## src/rtl/pg_egreedy_param_if.sv

```systemverilog
// Handshake and data bundle between the Q-matrix reader, the epsilon-greedy
// policy block and the environment/reward consumer.
interface pg_egreedy_param_if #(
    parameter int N_AGENT = 2,
    parameter int N_ACT   = 4,
    parameter int QW      = 32,
    parameter int EPS_W   = 8
);
    localparam int AW = $clog2(N_ACT);

    logic                        in_valid;
    logic                        in_ready;
    logic [N_AGENT*N_ACT*QW-1:0] q_flat;
    logic                        learning;
    logic [EPS_W-1:0]            eps;
    logic                        out_valid;
    logic                        out_ready;
    logic [N_AGENT*AW-1:0]       a_flat;
    logic [N_AGENT*AW-1:0]       amax_flat;
    logic [N_AGENT*AW-1:0]       amin_flat;
    logic [N_AGENT-1:0]          explore;

    modport master (
        output in_valid, q_flat, learning, eps, out_ready,
        input  in_ready, out_valid, a_flat, amax_flat, amin_flat, explore
    );

    modport slave (
        input  in_valid, q_flat, learning, eps, out_ready,
        output in_ready, out_valid, a_flat, amax_flat, amin_flat, explore
    );
endinterface

```

## src/rtl/pg_egreedy_param.sv

```systemverilog
// Epsilon-greedy action selection for N_AGENT agents: one action per cycle
// signed argmax/argmin scan plus a per-agent Galois LFSR for exploration.
module pg_egreedy_param #(
    parameter int          N_AGENT = 2,
    parameter int          N_ACT   = 4,
    parameter int          QW      = 32,
    parameter int          EPS_W   = 8,
    parameter logic [15:0] SEED    = 16'hACE1
) (
    input logic               clk,
    input logic               rst,
    pg_egreedy_param_if.slave bus
);
    localparam int AW = $clog2(N_ACT);

    typedef enum logic [1:0] {IDLE, SCAN, DONE} state_t;

    state_t                state_q;
    logic signed [QW-1:0]  q_q       [N_AGENT][N_ACT];
    logic signed [QW-1:0]  bestMax_q [N_AGENT];
    logic signed [QW-1:0]  bestMin_q [N_AGENT];
    logic [AW-1:0]         idxMax_q  [N_AGENT];
    logic [AW-1:0]         idxMin_q  [N_AGENT];
    logic [15:0]           lfsr_q    [N_AGENT];
    logic [EPS_W-1:0]      rndHi_q   [N_AGENT];
    logic [AW-1:0]         rndLo_q   [N_AGENT];
    logic                  learn_q;
    logic [EPS_W-1:0]      eps_q;
    logic [AW-1:0]         idx_q;
    logic                  outValid_q;
    logic [N_AGENT*AW-1:0] a_q;
    logic [N_AGENT*AW-1:0] amax_q;
    logic [N_AGENT*AW-1:0] amin_q;
    logic [N_AGENT-1:0]    explore_q;

    logic signed [QW-1:0]  bestMax_d [N_AGENT];
    logic signed [QW-1:0]  bestMin_d [N_AGENT];
    logic [AW-1:0]         idxMax_d  [N_AGENT];
    logic [AW-1:0]         idxMin_d  [N_AGENT];
    logic [N_AGENT-1:0]    exploreHit_d;

    function automatic logic [15:0] lfsrStep(input logic [15:0] x);
        return x[0] ? ((x >> 1) ^ 16'hB400) : (x >> 1);
    endfunction

    // Agent i starts from SEED rotated left by i bits.
    function automatic logic [15:0] seedOf(input int i);
        logic [31:0] dbl;
        dbl = {SEED, SEED};
        return dbl[31 - (i % 16) -: 16];
    endfunction

    // Strict compares keep the lowest index on ties.
    always_comb begin
        for (int g = 0; g < N_AGENT; g++) begin
            bestMax_d[g] = bestMax_q[g];
            bestMin_d[g] = bestMin_q[g];
            idxMax_d[g]  = idxMax_q[g];
            idxMin_d[g]  = idxMin_q[g];
            if (q_q[g][idx_q] > bestMax_q[g]) begin
                bestMax_d[g] = q_q[g][idx_q];
                idxMax_d[g]  = idx_q;
            end
            if (q_q[g][idx_q] < bestMin_q[g]) begin
                bestMin_d[g] = q_q[g][idx_q];
                idxMin_d[g]  = idx_q;
            end
            exploreHit_d[g] = learn_q && (rndHi_q[g] < eps_q);
        end
    end

    always_ff @(posedge clk) begin
        if (rst) begin
            state_q    <= IDLE;
            learn_q    <= 1'b0;
            eps_q      <= '0;
            idx_q      <= '0;
            outValid_q <= 1'b0;
            a_q        <= '0;
            amax_q     <= '0;
            amin_q     <= '0;
            explore_q  <= '0;
            for (int g = 0; g < N_AGENT; g++) begin
                lfsr_q[g]    <= seedOf(g);
                rndHi_q[g]   <= '0;
                rndLo_q[g]   <= '0;
                bestMax_q[g] <= '0;
                bestMin_q[g] <= '0;
                idxMax_q[g]  <= '0;
                idxMin_q[g]  <= '0;
                for (int k = 0; k < N_ACT; k++) q_q[g][k] <= '0;
            end
        end else begin
            case (state_q)
                IDLE: begin
                    if (bus.in_valid) begin
                        learn_q <= bus.learning;
                        eps_q   <= bus.eps;
                        idx_q   <= AW'(1);
                        state_q <= SCAN;
                        for (int g = 0; g < N_AGENT; g++) begin
                            for (int k = 0; k < N_ACT; k++)
                                q_q[g][k] <= bus.q_flat[(g*N_ACT + k)*QW +: QW];
                            bestMax_q[g] <= bus.q_flat[g*N_ACT*QW +: QW];
                            bestMin_q[g] <= bus.q_flat[g*N_ACT*QW +: QW];
                            idxMax_q[g]  <= '0;
                            idxMin_q[g]  <= '0;
                            rndHi_q[g]   <= lfsr_q[g][15 -: EPS_W];
                            rndLo_q[g]   <= lfsr_q[g][AW-1:0];
                            lfsr_q[g]    <= lfsrStep(lfsr_q[g]);
                        end
                    end
                end
                SCAN: begin
                    idx_q <= idx_q + AW'(1);
                    for (int g = 0; g < N_AGENT; g++) begin
                        bestMax_q[g] <= bestMax_d[g];
                        bestMin_q[g] <= bestMin_d[g];
                        idxMax_q[g]  <= idxMax_d[g];
                        idxMin_q[g]  <= idxMin_d[g];
                    end
                    // The last action's compare feeds the outputs on this same edge.
                    if (idx_q == AW'(N_ACT - 1)) begin
                        state_q    <= DONE;
                        outValid_q <= 1'b1;
                        explore_q  <= exploreHit_d;
                        for (int g = 0; g < N_AGENT; g++) begin
                            amax_q[g*AW +: AW] <= idxMax_d[g];
                            amin_q[g*AW +: AW] <= idxMin_d[g];
                            a_q[g*AW +: AW]    <= exploreHit_d[g] ? rndLo_q[g] : idxMax_d[g];
                        end
                    end
                end
                DONE: begin
                    if (bus.out_ready) begin
                        outValid_q <= 1'b0;
                        state_q    <= IDLE;
                    end
                end
                default: state_q <= IDLE;
            endcase
        end
    end

    assign bus.in_ready  = (state_q == IDLE);
    assign bus.out_valid = outValid_q;
    assign bus.a_flat    = a_q;
    assign bus.amax_flat = amax_q;
    assign bus.amin_flat = amin_q;
    assign bus.explore   = explore_q;
endmodule

```

## src/flat_wrapper.sv

```systemverilog
// flat-port wrapper written by rule: the top's interface ports become plain ports
module pg_egreedy_param_flat 
#(
    parameter int          N_AGENT = 2,
    parameter int          N_ACT   = 4,
    parameter int          QW      = 32,
    parameter int          EPS_W   = 8,
    parameter logic [15:0] SEED    = 16'hACE1
)
  (clk, rst, bus_in_valid, bus_q_flat, bus_learning, bus_eps, bus_out_ready, bus_in_ready, bus_out_valid, bus_a_flat, bus_amax_flat, bus_amin_flat, bus_explore);
  pg_egreedy_param_if #(.N_AGENT(N_AGENT), .N_ACT(N_ACT), .QW(QW), .EPS_W(EPS_W)) bus_i ();
  input logic clk;
  input logic rst;
  input wire logic [$bits(bus_i.in_valid)-1:0] bus_in_valid;
  input wire logic [$bits(bus_i.q_flat)-1:0] bus_q_flat;
  input wire logic [$bits(bus_i.learning)-1:0] bus_learning;
  input wire logic [$bits(bus_i.eps)-1:0] bus_eps;
  input wire logic [$bits(bus_i.out_ready)-1:0] bus_out_ready;
  output wire logic [$bits(bus_i.in_ready)-1:0] bus_in_ready;
  output wire logic [$bits(bus_i.out_valid)-1:0] bus_out_valid;
  output wire logic [$bits(bus_i.a_flat)-1:0] bus_a_flat;
  output wire logic [$bits(bus_i.amax_flat)-1:0] bus_amax_flat;
  output wire logic [$bits(bus_i.amin_flat)-1:0] bus_amin_flat;
  output wire logic [$bits(bus_i.explore)-1:0] bus_explore;
  assign bus_i.in_valid = bus_in_valid;
  assign bus_i.q_flat = bus_q_flat;
  assign bus_i.learning = bus_learning;
  assign bus_i.eps = bus_eps;
  assign bus_i.out_ready = bus_out_ready;
  assign bus_in_ready = bus_i.in_ready;
  assign bus_out_valid = bus_i.out_valid;
  assign bus_a_flat = bus_i.a_flat;
  assign bus_amax_flat = bus_i.amax_flat;
  assign bus_amin_flat = bus_i.amin_flat;
  assign bus_explore = bus_i.explore;
  pg_egreedy_param #(.N_AGENT(N_AGENT), .N_ACT(N_ACT), .QW(QW), .EPS_W(EPS_W), .SEED(SEED)) u_core (.clk(clk), .rst(rst), .bus(bus_i));
endmodule
```

## config.mk

```make
export PLATFORM = sky130hd
export DESIGN_NAME = pg_egreedy_param_flat
export DESIGN_NICKNAME = d
export VERILOG_FILES = /design/src/rtl/pg_egreedy_param_if.sv /design/src/rtl/pg_egreedy_param.sv /design/src/flat_wrapper.sv
export SDC_FILE = /design/constraint.sdc
export NUM_CORES = 1
export LEC_CHECK = 0
export CAP_MARGIN = 20
export CORE_UTILIZATION = 35
export DETAILED_ROUTE_END_ITERATION = 10
export SLEW_MARGIN = 5
export SYNTH_ARGS = -nofsm -noshare
export SYNTH_HDL_FRONTEND = slang
export SYNTH_SLANG_ARGS = --single-unit
export TNS_END_PERCENT = 30
```

## constraint.sdc

```tcl
create_clock -name clk -period 9.3 [get_ports clk]
set_input_delay 0.93 -clock clk [delete_from_list [all_inputs] [get_ports clk]]
set_output_delay 0.93 -clock clk [all_outputs]
set_load 0.01 [all_outputs]
```

# --- After elaboration in Yosys (flattened, before gate mapping) ---
# Memories as Yosys holds them, arrays and structs flattened.
# Index checks and enable logic that the tools add are counted.
# W data, S select, Z words.
op_classes:
  n_addsub: 1
  n_mul: 0
  n_div: 0
  order_cmp: 7
  eq_ne: 6
  shift: 0
  muxes: 65
  n_bitwise: 33
  n_reduce_logical: 10
ops:
  columns: ["op", "n"]
  rows:
  - ["$mux W32", 24]
  - ["$bmux W32 S2", 2]
  - ["$gt A32 B32 Y1", 2]
  - ["$lt A32 B32 Y1", 2]
  - ["$mux W16", 4]
  - ["$mux W2", 19]
  - ["$or A1 B1 Y1", 30]
  - ["$lt A8 B8 Y1", 2]
  - ["$mux W8", 2]
  - ["$mux W1", 11]
  - ["$not A3 Y4", 2]
  - ["$pmux W2 S3", 1]
  - ["$reduce_and A2 Y1", 3]
  - ["$reduce_and A3 Y1", 2]
  - ["$eq A2 B2 Y1 const B", 2]
  - ["$ne A2 B2 Y1 const B", 2]
  - ["$pmux W2 S2", 1]
  - ["$reduce_bool A2 Y1", 2]
  - ["$ge A3 B3 Y1 const B", 1]
  - ["$not A2 Y3", 1]
  - ["$add A2 B1 Y2 const B", 1]
  - ["$eq A2 B1 Y1 const B", 1]
  - ["$logic_and A1 B1 Y1", 2]
  - ["$logic_not A2 Y1", 1]
  - ["2 further kinds", 2]
word_totals:
  reg_bits: 28
  latchBits: 0
  mem_bits_rw: 444
  rom_bits: 0
  inputBits: 269
  output_inout_bits: 16
  elab_cells: 139
  mem_count: 8
mem_list:
  columns: ["memory", "words", "word_bits", "rd", "rd_clocked_by_memory_dff", "wr", "line", "text"]
  rows:
  - ["u_core.q_q", 2, 128, 2, 0, 2, "pg_egreedy_param.sv:19", "logic signed [QW-1:0] q_q [N_AGENT][N_ACT];"]
  - ["u_core.bestMax_q", 2, 32, 2, 0, 2, "pg_egreedy_param.sv:20", "logic signed [QW-1:0] bestMax_q [N_AGENT];"]
  - ["u_core.bestMin_q", 2, 32, 2, 0, 2, "pg_egreedy_param.sv:21", "logic signed [QW-1:0] bestMin_q [N_AGENT];"]
  - ["u_core.lfsr_q", 2, 16, 2, 0, 2, "pg_egreedy_param.sv:24", "logic [15:0] lfsr_q [N_AGENT];"]
  - ["u_core.rndHi_q", 2, 8, 2, 0, 2, "pg_egreedy_param.sv:25", "logic [EPS_W-1:0] rndHi_q [N_AGENT];"]
  - ["u_core.idxMax_q", 2, 2, 2, 0, 2, "pg_egreedy_param.sv:22", "logic [AW-1:0] idxMax_q [N_AGENT];"]
  - ["2 more memories", null, null, null, null, null, null, null]

# --- Logic depth before layout (Yosys ltp) ---
depth:
  word_depth: 7
  mapped_depth: 13
  ltp_nobuf: 11

# --- Worst setup path before layout ---
# No wires, ideal clock.
synth_path:
  kind: "input -> register"
  from: "in rst"
  to: "mem u_core.bestMax_q[1][0], in the netlist u_core.bestMax_q[0][32] (enable)"
  setup_ps: 390
  arrival_ps: 5630
  required_time_ps: 8910
  slack_ps: 3280
  path_stages: 4
  path_cell_list: "clkbuf_1 > a21oi_1 > inv_2 > a41o_1"
synth_rtl:
  columns: ["element", "line", "text"]
  rows:
  - ["start: declaration", "flat_wrapper.sv:13", "input logic rst;"]
  - ["end: declaration", "pg_egreedy_param.sv:20", null]

==> flow_summary.json <==
{
  "top_layer_used": "met5",
  "die_area_um2": 63800,
  "tns_ns": 0,
  "arrival_ns": 5.50,
  "numCtsBuffers": 50,
  "drt_drc_violations_left": 0,
  "drt-initial-drc-count": 769,
  "die_x_um": 253,
  "drive_gt1_share_pct": 8.96,
  "power_density_nw_per_um2": 200,
  "cp-end-kind": "register",
  "post-route-period-util_pct": 56.6,
  "max_freq_mhz": 190,
  "wl_um": 49400,
  "rows": 91,
  "ys.flop_type": "edfxtp_1",
  "async_flop_share_pct": 0,
  "worstPathCellList": "buf_4 > mux4_2 > ha_1 > nand4_1 > nor4_1 > o31ai_1 > o2111ai_1 > a41o_1 > buf_4",
  "netlist-cell-type-count": 62,
  "pin_count": 285,
  "synth_fp_nets": 1969,
  "die_y_um": 253,
  "clk_path_buf_depth": 3,
  "grt_setup_unrepaired": "no",
  "wl_met2_um": 23300,
  "clk_pin_slew_worst_paths_ns": 0.06,
  "clock_skew_ns": 0.0160,
  "dpl.hpwl_um": 34700,
  "place_congestion": 0.820,
  "status": "completed",
  "grt_max_degree": 188,
  "p_leak_nw": 10.9,
  "cpPeakStageDelay_ns": 0.92,
  "path_common_cell": "buf_4",
  "cp_slowest_cell": "dfxtp_4",
  "cts_resized": 0,
  "tritoncts": "done",
  "fin_crit_ns": 5.27,
  "worst-slew-pin-transition_ns": 1.10,
  "ys_seq_area_share_pct": 62.5,
  "dp.cells": 2629,
  "grt_pass1_vias": 13500,
  "grt.overflow.total": 0,
  "coreArea_um2": 61900,
  "path_max_fanout": 40,
  "wl_met1_um": 22000,
  "postCtsSetupBuffers": 0,
  "hold_viol": 0,
  "drtPass1Iterations": 4,
  "cp-start-kind": "register",
  "nets": 2254,
  "ys_ff_latch": 467,
  "start_util_pct": 35.5,
  "cap_violations": 0,
  "cts.sinks": 467,
  "cts-root-buf": "clkbuf_16",
  "wl_met3_um": 3230,
  "hold_path.class": "reg2reg",
  "vdd_drop_max_mv": 0.116,
  "timing.rr.start": "u_core.idx_q[0]$_SDFFE_PP0P_",
  "insertion_delay_ns": 0.58,
  "port_buffers": 284,
  "syn_area_um2": 22000,
  "rrSetupSlack_ns": 4.03,
  "holdWs_ns": 0.465,
  "grt_usage_pct": 15.6,
  "diodes": 0,
  "min_from": "u_core.bus.explore[0]$_SDFFE_PP0P_",
  "htree_levels": 2,
  "final_max_slew_viol_count": 0,
  "synth-edff-count": 439,
  "drtAntennaViolNets": 0,
  "maxSlewHeadroom_pct": 26.9,
  "grt_pass1_wl_um": 76800,
  "antenna_found_initial": 5,
  "finalSetupViolCount": 0,
  "yosysWarnings": 0,
  "routedWlPerCell_um": 18.2,
  "ctsHoldBuffers": 0,
  "worstSetupPathType": "reg2reg",
  "area.growth.synth_to_final_pct": 24.9,
  "finalNonFillerCells": 2723,
  "syn_area_per_cell_um2": 14.1,
  "avgViaCountPerCell": 4.73,
  "vias": 12900,
  "syn_inst": 1559,
  "cp-startpoint": "u_core.idx_q[0]$_SDFFE_PP0P_",
  "critPathRequiredTime_ns": 9.54
}
==> per-layer routing <==
| layer | global-route usage (%) | up-vias |
|---|---|---|
| li1 | - | 6302 |
| met1 | 20.5 | 6245 |
| met2 | 25.6 | 252 |
| met3 | 4.36 | 68 |
| met4 | 3.64 | 8 |
| met5 | 0 | - |
==> flip-flops by register name, indices dropped and copies added, names as in the netlist <==
| name | flops |
|---|---|
| u_core.bus.out_valid | 1 |
| u_core.lfsr_q | 31 |
| u_core.rndHi_q | 12 |
| u_core.eps_q | 8 |
| u_core.bestMax_q | 64 |
| u_core.state_q | 2 |
| u_core.q_q | 256 |
| u_core.rndLo_q | 4 |
| u_core.bus.a_flat | 4 |
| u_core.idxMin_q | 4 |
| u_core.bus.amin_flat | 4 |
| u_core.learn_q | 1 |
| u_core.idxMax_q | 4 |
| u_core.bus.amax_flat | 4 |
| u_core.bestMin_q | 64 |
| u_core.bus.explore | 2 |
| u_core.idx_q | 2 |
==> final timing paths <==
check,end,depth (start not counted)
max,u_core.bestMax_q[0][41]$_DFFE_PP_,9
min,u_core.bus.explore[0]$_SDFFE_PP0P_,2
max reg2reg,u_core.bestMax_q[0][41]$_DFFE_PP_,9
min reg2reg,u_core.bus.explore[0]$_SDFFE_PP0P_,2
==> logic make-up (layout without fill, tap and decap cells) <==
| family | count (synthesis) | after routing | synth area share [%] |
|---|---|---|---|
| AOI/OAI and AO/OA | 216 | 216 | 6.60 |
| adders and majority gates | 141 | 141 | 8.02 |
| and+or+nand+nor | 457 | 457 | 12.2 |
| xor gates and xnor gates | 6 | 6 | 0.239 |
| buffers and inverters | 199 | 526 | 3.48 |
| DFF | 467 | 467 | 62.5 |
| muxes | 73 | 73 | 7.02 |
==> placed cells by master, fill, tap and decap left out, types with 7 or more instances in the layout <==
| cell type | instances |
|---|---|
| mux2i_1 | 8 |
| nand3_1 | 14 |
| clkbuf_1 | 7 |
| a2111oi_0 | 7 |
| ha_1 | 141 |
| o21ai_1 | 8 |
| o21ai_0 | 30 |
| and2_1 | 285 |
| dfxtp_1 | 26 |
| nand4_1 | 25 |
| inv_1 | 137 |
| clkinv_1 | 8 |
| clkbuf_16 | 54 |
| a21oi_1 | 46 |
| nand2b_1 | 22 |
| buf_4 | 9 |
| nand2_1 | 36 |
| edfxtp_1 | 439 |
| mux4_2 | 64 |
| a21o_1 | 80 |
| nor2b_1 | 7 |
| clkinv_2 | 13 |
| nor2_1 | 34 |
| clkdlybuf4s50_1 | 284 |
==> power breakdown <==
group / leakage, nW / switching [mW] / total [mW] / internal, mW
Combinational: 5.15 / 0.460 / 0.868 / 0.409
Clock: 0.834 / 0.814 / 2.04 / 1.23
Sequential: 4.95 / 0.0655 / 2.59 / 2.53
==> cells in the mapped netlist, types with 2 or more instances <==
cell type / count / area, um^2
edfxtp_1: 439 / 13200
and2_1: 285 / 1780
ha_1: 141 / 1760
inv_1: 137 / 514
a21o_1: 80 / 601
mux4_2: 64 / 1440
clkbuf_1: 52 / 195
a21oi_1: 46 / 230
nand2_1: 38 / 143
nor2_1: 36 / 135
o21ai_0: 30 / 150
dfxtp_1: 28 / 561
nand4_1: 25 / 156
nand2b_1: 22 / 138
nand3_1: 14 / 70.1
buf_2: 8 / 40.0
mux2i_1: 8 / 80.1
o21ai_1: 8 / 40.0
a2111oi_0: 7 / 61.3
nor2b_1: 7 / 43.8
nor3_1: 6 / 30.0
xnor2_1: 6 / 52.6
a211oi_1: 5 / 37.5
nor4_1: 5 / 31.3
a31oi_1: 4 / 25.0
a41oi_1: 4 / 35.0
and3_1: 4 / 25.0
o211ai_1: 4 / 30.0
a22o_1: 3 / 26.3
o21a_1: 3 / 22.5
or3_1: 3 / 18.8
a21boi_1: 2 / 15.0
a221o_1: 2 / 20.0
nand3b_1: 2 / 15.0
o2111ai_1: 2 / 17.5
o221ai_1: 2 / 17.5
o22ai_1: 2 / 12.5
==> metrics by stage <==
stage	cell area, um^2	utilization (%)	worst slack [ns]	power, mW
floorplan	22000	-	3.28	3.18
global placement	25800	41.6	4.09	3.50
detailed placement	25800	41.6	4.08	3.51
CTS	27500	44.3	4.04	5.58
global route	27500	44.3	3.59	5.76
finish	27500	44.3	4.03	5.50
==> critical path, delay by kind of cell, from the launching register on <==
family	cells	cell delay [ns]
muxes	1	0.63
DFF	1	0.92
buffers and inverters	2	1.09
AOI/OAI and AO/OA	3	0.97
adders and majority gates	1	0.32
and+or+nand+nor	2	0.95
==> area by class of cell <==
type	count	area (um^2)
multi-input combinational	893	7510
sequential	467	13800
inverter	138	526
clock buffer	62	1390
fill	5654	34500
tap	837	1050
timing repair buffer	294	2930
clock inverter	32	314
Power figures use the tool's default switching activity.
